--- config.mk ---
export PLATFORM = sky130hd
export DESIGN_NAME = seg_msg_decoder
export DESIGN_NICKNAME = d
export VERILOG_FILES = /design/src/rtl/seg_msg_decoder.sv
export SDC_FILE = /design/constraint.sdc
export NUM_CORES = 1
export LEC_CHECK = 0
export ABC_AREA = 0
export CORE_MARGIN = 2
export CORE_UTILIZATION = 50
export CTS_CLUSTER_DIAMETER = 80
export CTS_CLUSTER_SIZE = 30
export DETAILED_ROUTE_END_ITERATION = 6
export GPL_TIMING_DRIVEN = 0
export PLACE_DENSITY = 0.76
export SYNTH_ARGS = -nofsm -noshare
export SYNTH_HDL_FRONTEND = slang
export SYNTH_SLANG_ARGS = --single-unit
--- constraint.sdc ---
create_clock -name clk -period 3.45 [get_ports clk]
set_input_delay 0.69 -clock clk [delete_from_list [all_inputs] [get_ports clk]]
set_output_delay 0.69 -clock clk [all_outputs]
set_load 0.05 [all_outputs]
--- src/rtl/seg_msg_decoder.sv ---
// seg_msg_decoder: filters an active-low seven-segment bus and checks the letter stream against "HELLOASIC"
module seg_msg_decoder #(
  parameter int STABLE_CYCLES = 4,
  parameter int COUNT_W       = 8
) (
  input  logic               clk,
  input  logic               reset,
  input  logic [7:0]         seg_in,
  output logic [3:0]         char_code,
  output logic               char_valid,
  output logic               unknown,
  output logic               match,
  output logic [3:0]         progress,
  output logic [COUNT_W-1:0] msg_count
);
  localparam logic [7:0]         STABLE = 8'(STABLE_CYCLES);
  localparam logic [6:0]         BLANK  = 7'h7F;
  localparam logic [COUNT_W-1:0] ONE    = COUNT_W'(1);
  logic [6:0] w_samp, r_cand, r_acc;
  logic [7:0] r_cnt, w_cnt_nxt;
  logic [3:0] w_code, w_exp;
  logic       w_same, w_accept, w_ev, w_hit, w_last;
  assign w_samp    = seg_in[6:0];
  assign w_same    = w_samp == r_cand;
  assign w_cnt_nxt = !w_same ? 8'd1 : (r_cnt == STABLE ? r_cnt : r_cnt + 8'd1);
  assign w_accept  = w_same && w_cnt_nxt == STABLE && r_cand != r_acc;
  assign w_ev      = w_accept && w_samp != BLANK;
  assign w_hit     = w_code == w_exp;
  assign w_last    = progress == 4'd8;
  // Map the sampled active-low pattern to its character code; anything unlisted is 15.
  always_comb begin
    w_code = 4'd15;
    case (w_samp)
      7'h09: w_code = 4'd1;
      7'h06: w_code = 4'd2;
      7'h47: w_code = 4'd3;
      7'h40: w_code = 4'd4;
      7'h08: w_code = 4'd5;
      7'h12: w_code = 4'd6;
      7'h4F: w_code = 4'd7;
      7'h46: w_code = 4'd8;
      default: w_code = 4'd15;
    endcase
  end
  // Character expected at the current matcher index of H E L L O A S I C.
  always_comb begin
    w_exp = 4'd8;
    case (progress)
      4'd0: w_exp = 4'd1;
      4'd1: w_exp = 4'd2;
      4'd2: w_exp = 4'd3;
      4'd3: w_exp = 4'd3;
      4'd4: w_exp = 4'd4;
      4'd5: w_exp = 4'd5;
      4'd6: w_exp = 4'd6;
      4'd7: w_exp = 4'd7;
      default: w_exp = 4'd8;
    endcase
  end
  // Stability filter, acceptance pulses and message matcher; blank acceptance only moves r_acc.
  always_ff @(posedge clk) begin
    if (reset) begin
      r_cand     <= BLANK;
      r_acc      <= BLANK;
      r_cnt      <= 8'd0;
      char_code  <= 4'd0;
      char_valid <= 1'b0;
      unknown    <= 1'b0;
      match      <= 1'b0;
      progress   <= 4'd0;
      msg_count  <= '0;
    end else begin
      r_cand     <= w_samp;
      r_cnt      <= w_cnt_nxt;
      char_valid <= w_ev;
      unknown    <= w_ev && w_code == 4'd15;
      match      <= w_ev && w_hit && w_last;
      if (w_accept) r_acc <= w_samp;
      if (w_ev) begin
        char_code <= w_code;
        progress  <= w_hit ? (w_last ? 4'd0 : progress + 4'd1) : (w_code == 4'd1 ? 4'd1 : 4'd0);
        if (w_hit && w_last && !(&msg_count)) msg_count <= msg_count + ONE;
      end
    end
  end
endmodule

==> results of run 1 <==
critical path, cell delays in order:
cell	delay, ps
clkdlybuf4s50_1	430
and4_4	180
o21a_1	210
or4b_1	460
a21boi_0	190
a211o_2	160
nand2_4	60
or4b_4	500
buf_6	150
or3_1	340
a21oi_1	130
cells in the mapped netlist, types with 6 or more instances:
master / n / share of area
dfxtp_1: 44 / 0.37
a21oi_1: 11 / 0.023
nand3b_1: 8 / 0.025
o21ai_0: 6 / 0.013
xnor2_1: 10 / 0.037
nand2_1: 20 / 0.032
xor2_1: 16 / 0.059
or2_2: 8 / 0.021
nor2_1: 31 / 0.049
nand3_1: 16 / 0.034
inv_1: 8 / 0.013
clkbuf_1: 6 / 0.0095
state kept, by name (all words and copies together), names as in the netlist, named ones only:
name	cells
r_cand	7
msg_count	8
char_code	4
match	1
r_acc	7
r_cnt	8
unknown	1
progress	4
char_valid	1
final cells by class:
type | instances | area, sq um | share of cell area
buffer | 11 | 86.3 | 0.0293
clock buffer | 7 | 96.3 | 0.0327
clock inverter | 1 | 30.0 | 0.0102
inverter | 8 | 30.0 | 0.0102
multi-input combinational | 204 | 1410 | 0.478
sequential | 44 | 881 | 0.299
tap | 54 | 67.6 | 0.0230
timing repair buffer | 38 | 345 | 0.117
logic make-up after synthesis:
logic type      count (synthesis)  share of synthesized area
mux                             5                     0.0211
fa+ha+maj                       5                     0.0264
buf+inv                        20                     0.0501
xor+xnor                       26                     0.0960
compound gates                 38                      0.120
simple gates                  130                      0.315
flops                          44                      0.371
final timing paths:
kind	startpoint	endpoint	slack, ps	cells past startpoint
worst min register to register	char_code[2]$_SDFFE_PP0N_	char_code[2]$_SDFFE_PP0N_	470	2
worst min-delay path	char_code[2]$_SDFFE_PP0N_	char_code[2]$_SDFFE_PP0N_	470	2
worst max register to register	r_cnt[0]$_SDFF_PP0_	msg_count[4]$_SDFFE_PP0P_	290	11
worst max-delay path	seg_in[0]	msg_count[4]$_SDFFE_PP0P_	170	11
report_power, final:
group	total (mW)	internal (mW)	switching (mW)
clock	0.428	0.255	0.172
combinational	0.0735	0.0334	0.0401
sequential	0.517	0.512	0.00495
total	1.02	0.801	0.217
metrics by stage:
stage / setup slack (ps) / setup TNS (ps) / hold WS (ps) / area [sq um]
floorplan: 152 / 0 / 458 / 2370
detailed placement: -673 / -6550 / 451 / 2680
global route: 38.1 / 0 / 491 / 2940
global placement: -668 / -6610 / 446 / 2680
finish: 171 / 0 / 466 / 2940
CTS: 67.1 / 0 / 468 / 2920
routing by layer:
| metal | vias to the layer above | share of wire | GRT usage |
|---|---|---|---|
| met5 | - | 0 | 0 |
| met4 | 0 | 0.020 | 0.0844 |
| met3 | 8 | 0.032 | 0.0483 |
| met2 | 27 | 0.47 | 0.311 |
| met1 | 951 | 0.48 | 0.258 |
| li1 | 1032 | - | - |
repair_timing:
item	4_1_cts	5_1_grt
gates resized for setup	7	6
pin swaps	10	0
hold buffers	0	0
buffers inserted	12	2
endpoints found under the setup margin	10	11
==> report_table.html, run 1 <==
<table>
<tr><th>Metric</th><th>Value</th></tr>
<tr><th colspan="2">STA</th></tr>
<tr><td>Final critical-path required period</td><td>3280 ps</td></tr>
<tr><td>Worst clock skew</td><td>9.02 ps</td></tr>
<tr><td>Final number of hold-violating endpoints</td><td>0</td></tr>
<tr><td>Period utilisation layout</td><td>0.950</td></tr>
<tr><td>Fin. max-slew vios</td><td>0</td></tr>
<tr><td>Transition time of the tightest slew-check pin</td><td>649 ps</td></tr>
<tr><td># setup viols final</td><td>0</td></tr>
<tr><td>Worst slew margin</td><td>0.563</td></tr>
<tr><td>Setup repair after global routing missed its margin</td><td>false</td></tr>
<tr><td>Top achievable clock speed</td><td>305 MHz</td></tr>
<tr><th colspan="2">Route</th></tr>
<tr><td>Starting DRC count in detailed routing</td><td>57</td></tr>
<tr><td>WL final</td><td>5040 um</td></tr>
<tr><td>Vias per Instance</td><td>5.50</td></tr>
<tr><td>Post-route antenna net violation count</td><td>0</td></tr>
<tr><td>Total via count in the routed design</td><td>2018</td></tr>
<tr><td>Remaining DRCs</td><td>0</td></tr>
<tr><td>Iteration count of the initial detailed-routing pass</td><td>4</td></tr>
<tr><td>Routed WL per cell</td><td>13.7 um</td></tr>
<tr><th colspan="2">Placed design</th></tr>
<tr><td>Placer's final routability congestion estimate</td><td>0.836</td></tr>
<tr><td>Number of instances in the placed design</td><td>346</td></tr>
<tr><td>Port bufs</td><td>24</td></tr>
<tr><td>Hpwl dp</td><td>3370 um</td></tr>
<tr><th colspan="2">Layout</th></tr>
<tr><td>Finished Layout Cells</td><td>367</td></tr>
<tr><td>Commonest non-fill, non-tap cells in the layout</td><td>dfxtp_1 (44), nor2_1 (30), clkdlybuf4s50_1 (21)</td></tr>
<tr><td>Fillcell total</td><td>395</td></tr>
<tr><td>Post-layout net count</td><td>327</td></tr>
<tr><td>Antenna cells</td><td>0</td></tr>
<tr><td>Commonest non-fill, non-tap cell in the layout</td><td>dfxtp_1</td></tr>
<tr><td>Layout area overhead</td><td>24.1%</td></tr>
<tr><td>Final Core Density</td><td>0.631</td></tr>
<tr><td>Layout cell share with drive strength beyond 1</td><td>0.195</td></tr>
<tr><th colspan="2">CTS</th></tr>
<tr><td>Number of sinks handled by clock tree synthesis</td><td>44</td></tr>
<tr><td>Clock buffers created by TritonCTS</td><td>5</td></tr>
<tr><td>H-tree depth</td><td>2</td></tr>
<tr><td>Clock Tree Buf Depth</td><td>2</td></tr>
<tr><td>Clk Tree Root Cell</td><td>clkbuf_8</td></tr>
<tr><td>TritonCTS clock tree</td><td>yes</td></tr>
<tr><td>Clock slew at the register clock pins of the worst setup and hold paths</td><td>80 ps</td></tr>
<tr><td>Clock latency reported for the late side of the worst-skew pair</td><td>300 ps</td></tr>
<tr><th colspan="2">Critical path</th></tr>
<tr><td>WS Path Type</td><td>in2reg</td></tr>
<tr><td>Highest fanout seen on the critical path</td><td>8</td></tr>
<tr><td>Arrival time at the worst endpoint</td><td>3510 ps</td></tr>
<tr><td>Required time of the worst setup path</td><td>3680 ps</td></tr>
<tr><td>CP Launch Type</td><td>input port</td></tr>
<tr><td>Setup crit end kind</td><td>flip-flop</td></tr>
<tr><th colspan="2">Yosys</th></tr>
<tr><td>Flop and latch count out of synthesis</td><td>44</td></tr>
<tr><td>YS warnings</td><td>0</td></tr>
<tr><td>Netlist cell types</td><td>58</td></tr>
<tr><td>Share of flip-flops with an asynchronous set or reset after synthesis</td><td>0</td></tr>
<tr><td>Post-synth EDFFs</td><td>0</td></tr>
<tr><td>Most frequently used flop master after synthesis</td><td>dfxtp_1</td></tr>
<tr><td>Cell area after synthesis</td><td>2370 sq um</td></tr>
<tr><td>Synth Instances</td><td>268</td></tr>
<tr><td>Post-Synthesis Net Count</td><td>283</td></tr>
<tr><td>Fraction of the yosys area taken by sequential cells</td><td>0.371</td></tr>
<tr><td>Mean cell area of the mapped netlist</td><td>8.85 sq um</td></tr>
<tr><th colspan="2">Pwr</th></tr>
<tr><td>Power per standard cell area</td><td>346 nW/um^2</td></tr>
<tr><td>Total Power Consumption</td><td>1.02 mW</td></tr>
<tr><td>Static leakage</td><td>1.08 nW</td></tr>
<tr><td>Peak supply drop</td><td>0.214 mV</td></tr>
<tr><th colspan="2">GRT</th></tr>
<tr><td>Vias in the first global route</td><td>1774</td></tr>
<tr><td>Global-route wire length before repair</td><td>8190 um</td></tr>
<tr><td>Antenna violations before repair</td><td>0</td></tr>
<tr><td>Overflow left after global routing</td><td>0</td></tr>
<tr><td>Global-route usage over all layers</td><td>0.198</td></tr>
<tr><td>Largest net degree at the start of global routing</td><td>14</td></tr>
<tr><th colspan="2">Die</th></tr>
<tr><td>Width of the chip</td><td>72.9 um</td></tr>
<tr><td>Top-level I/O count</td><td>29</td></tr>
<tr><td>Number of standard-cell rows in the floorplan</td><td>25</td></tr>
<tr><td>Chip Height</td><td>72.9 um</td></tr>
<tr><td>Initial standard-cell utilization of the core</td><td>0.509</td></tr>
<tr><td>Area of the die</td><td>5310 sq um</td></tr>
<tr><td>Std-Cell Core Area</td><td>4660 sq um</td></tr>
<tr><th colspan="2">Flow run</th></tr>
<tr><td>Max-cap check violation count</td><td>0</td></tr>
<tr><th colspan="2">Run status</th></tr>
<tr><td>Run status</td><td>finished, final reports clean</td></tr>
<tr><th colspan="2">Min path</th></tr>
<tr><td>Worst hold path type</td><td>reg2reg</td></tr>
</table>
(Power assumes the default switching activity.)
==> inputs of run 2 (changes only) <==
--- a/config.mk
+++ b/config.mk
@@ -11,6 +11,7 @@
 export CTS_CLUSTER_DIAMETER = 80
 export CTS_CLUSTER_SIZE = 30
 export DETAILED_ROUTE_END_ITERATION = 6
+export GPL_ROUTABILITY_DRIVEN = 0
 export GPL_TIMING_DRIVEN = 0
 export PLACE_DENSITY = 0.76
 export SYNTH_ARGS = -nofsm -noshare
==> results of run 2 <==
No change in the layout: final DEF, timing and power equal those of run 1.
==> inputs of run 3 (changes only) <==
--- a/config.mk
+++ b/config.mk
@@ -13,6 +13,7 @@
 export DETAILED_ROUTE_END_ITERATION = 6
 export GPL_ROUTABILITY_DRIVEN = 0
 export GPL_TIMING_DRIVEN = 0
+export HOLD_SLACK_MARGIN = 0.08
 export PLACE_DENSITY = 0.76
 export SYNTH_ARGS = -nofsm -noshare
 export SYNTH_HDL_FRONTEND = slang
==> results of run 3 <==
No change in the layout: final DEF, timing and power equal those of run 1.
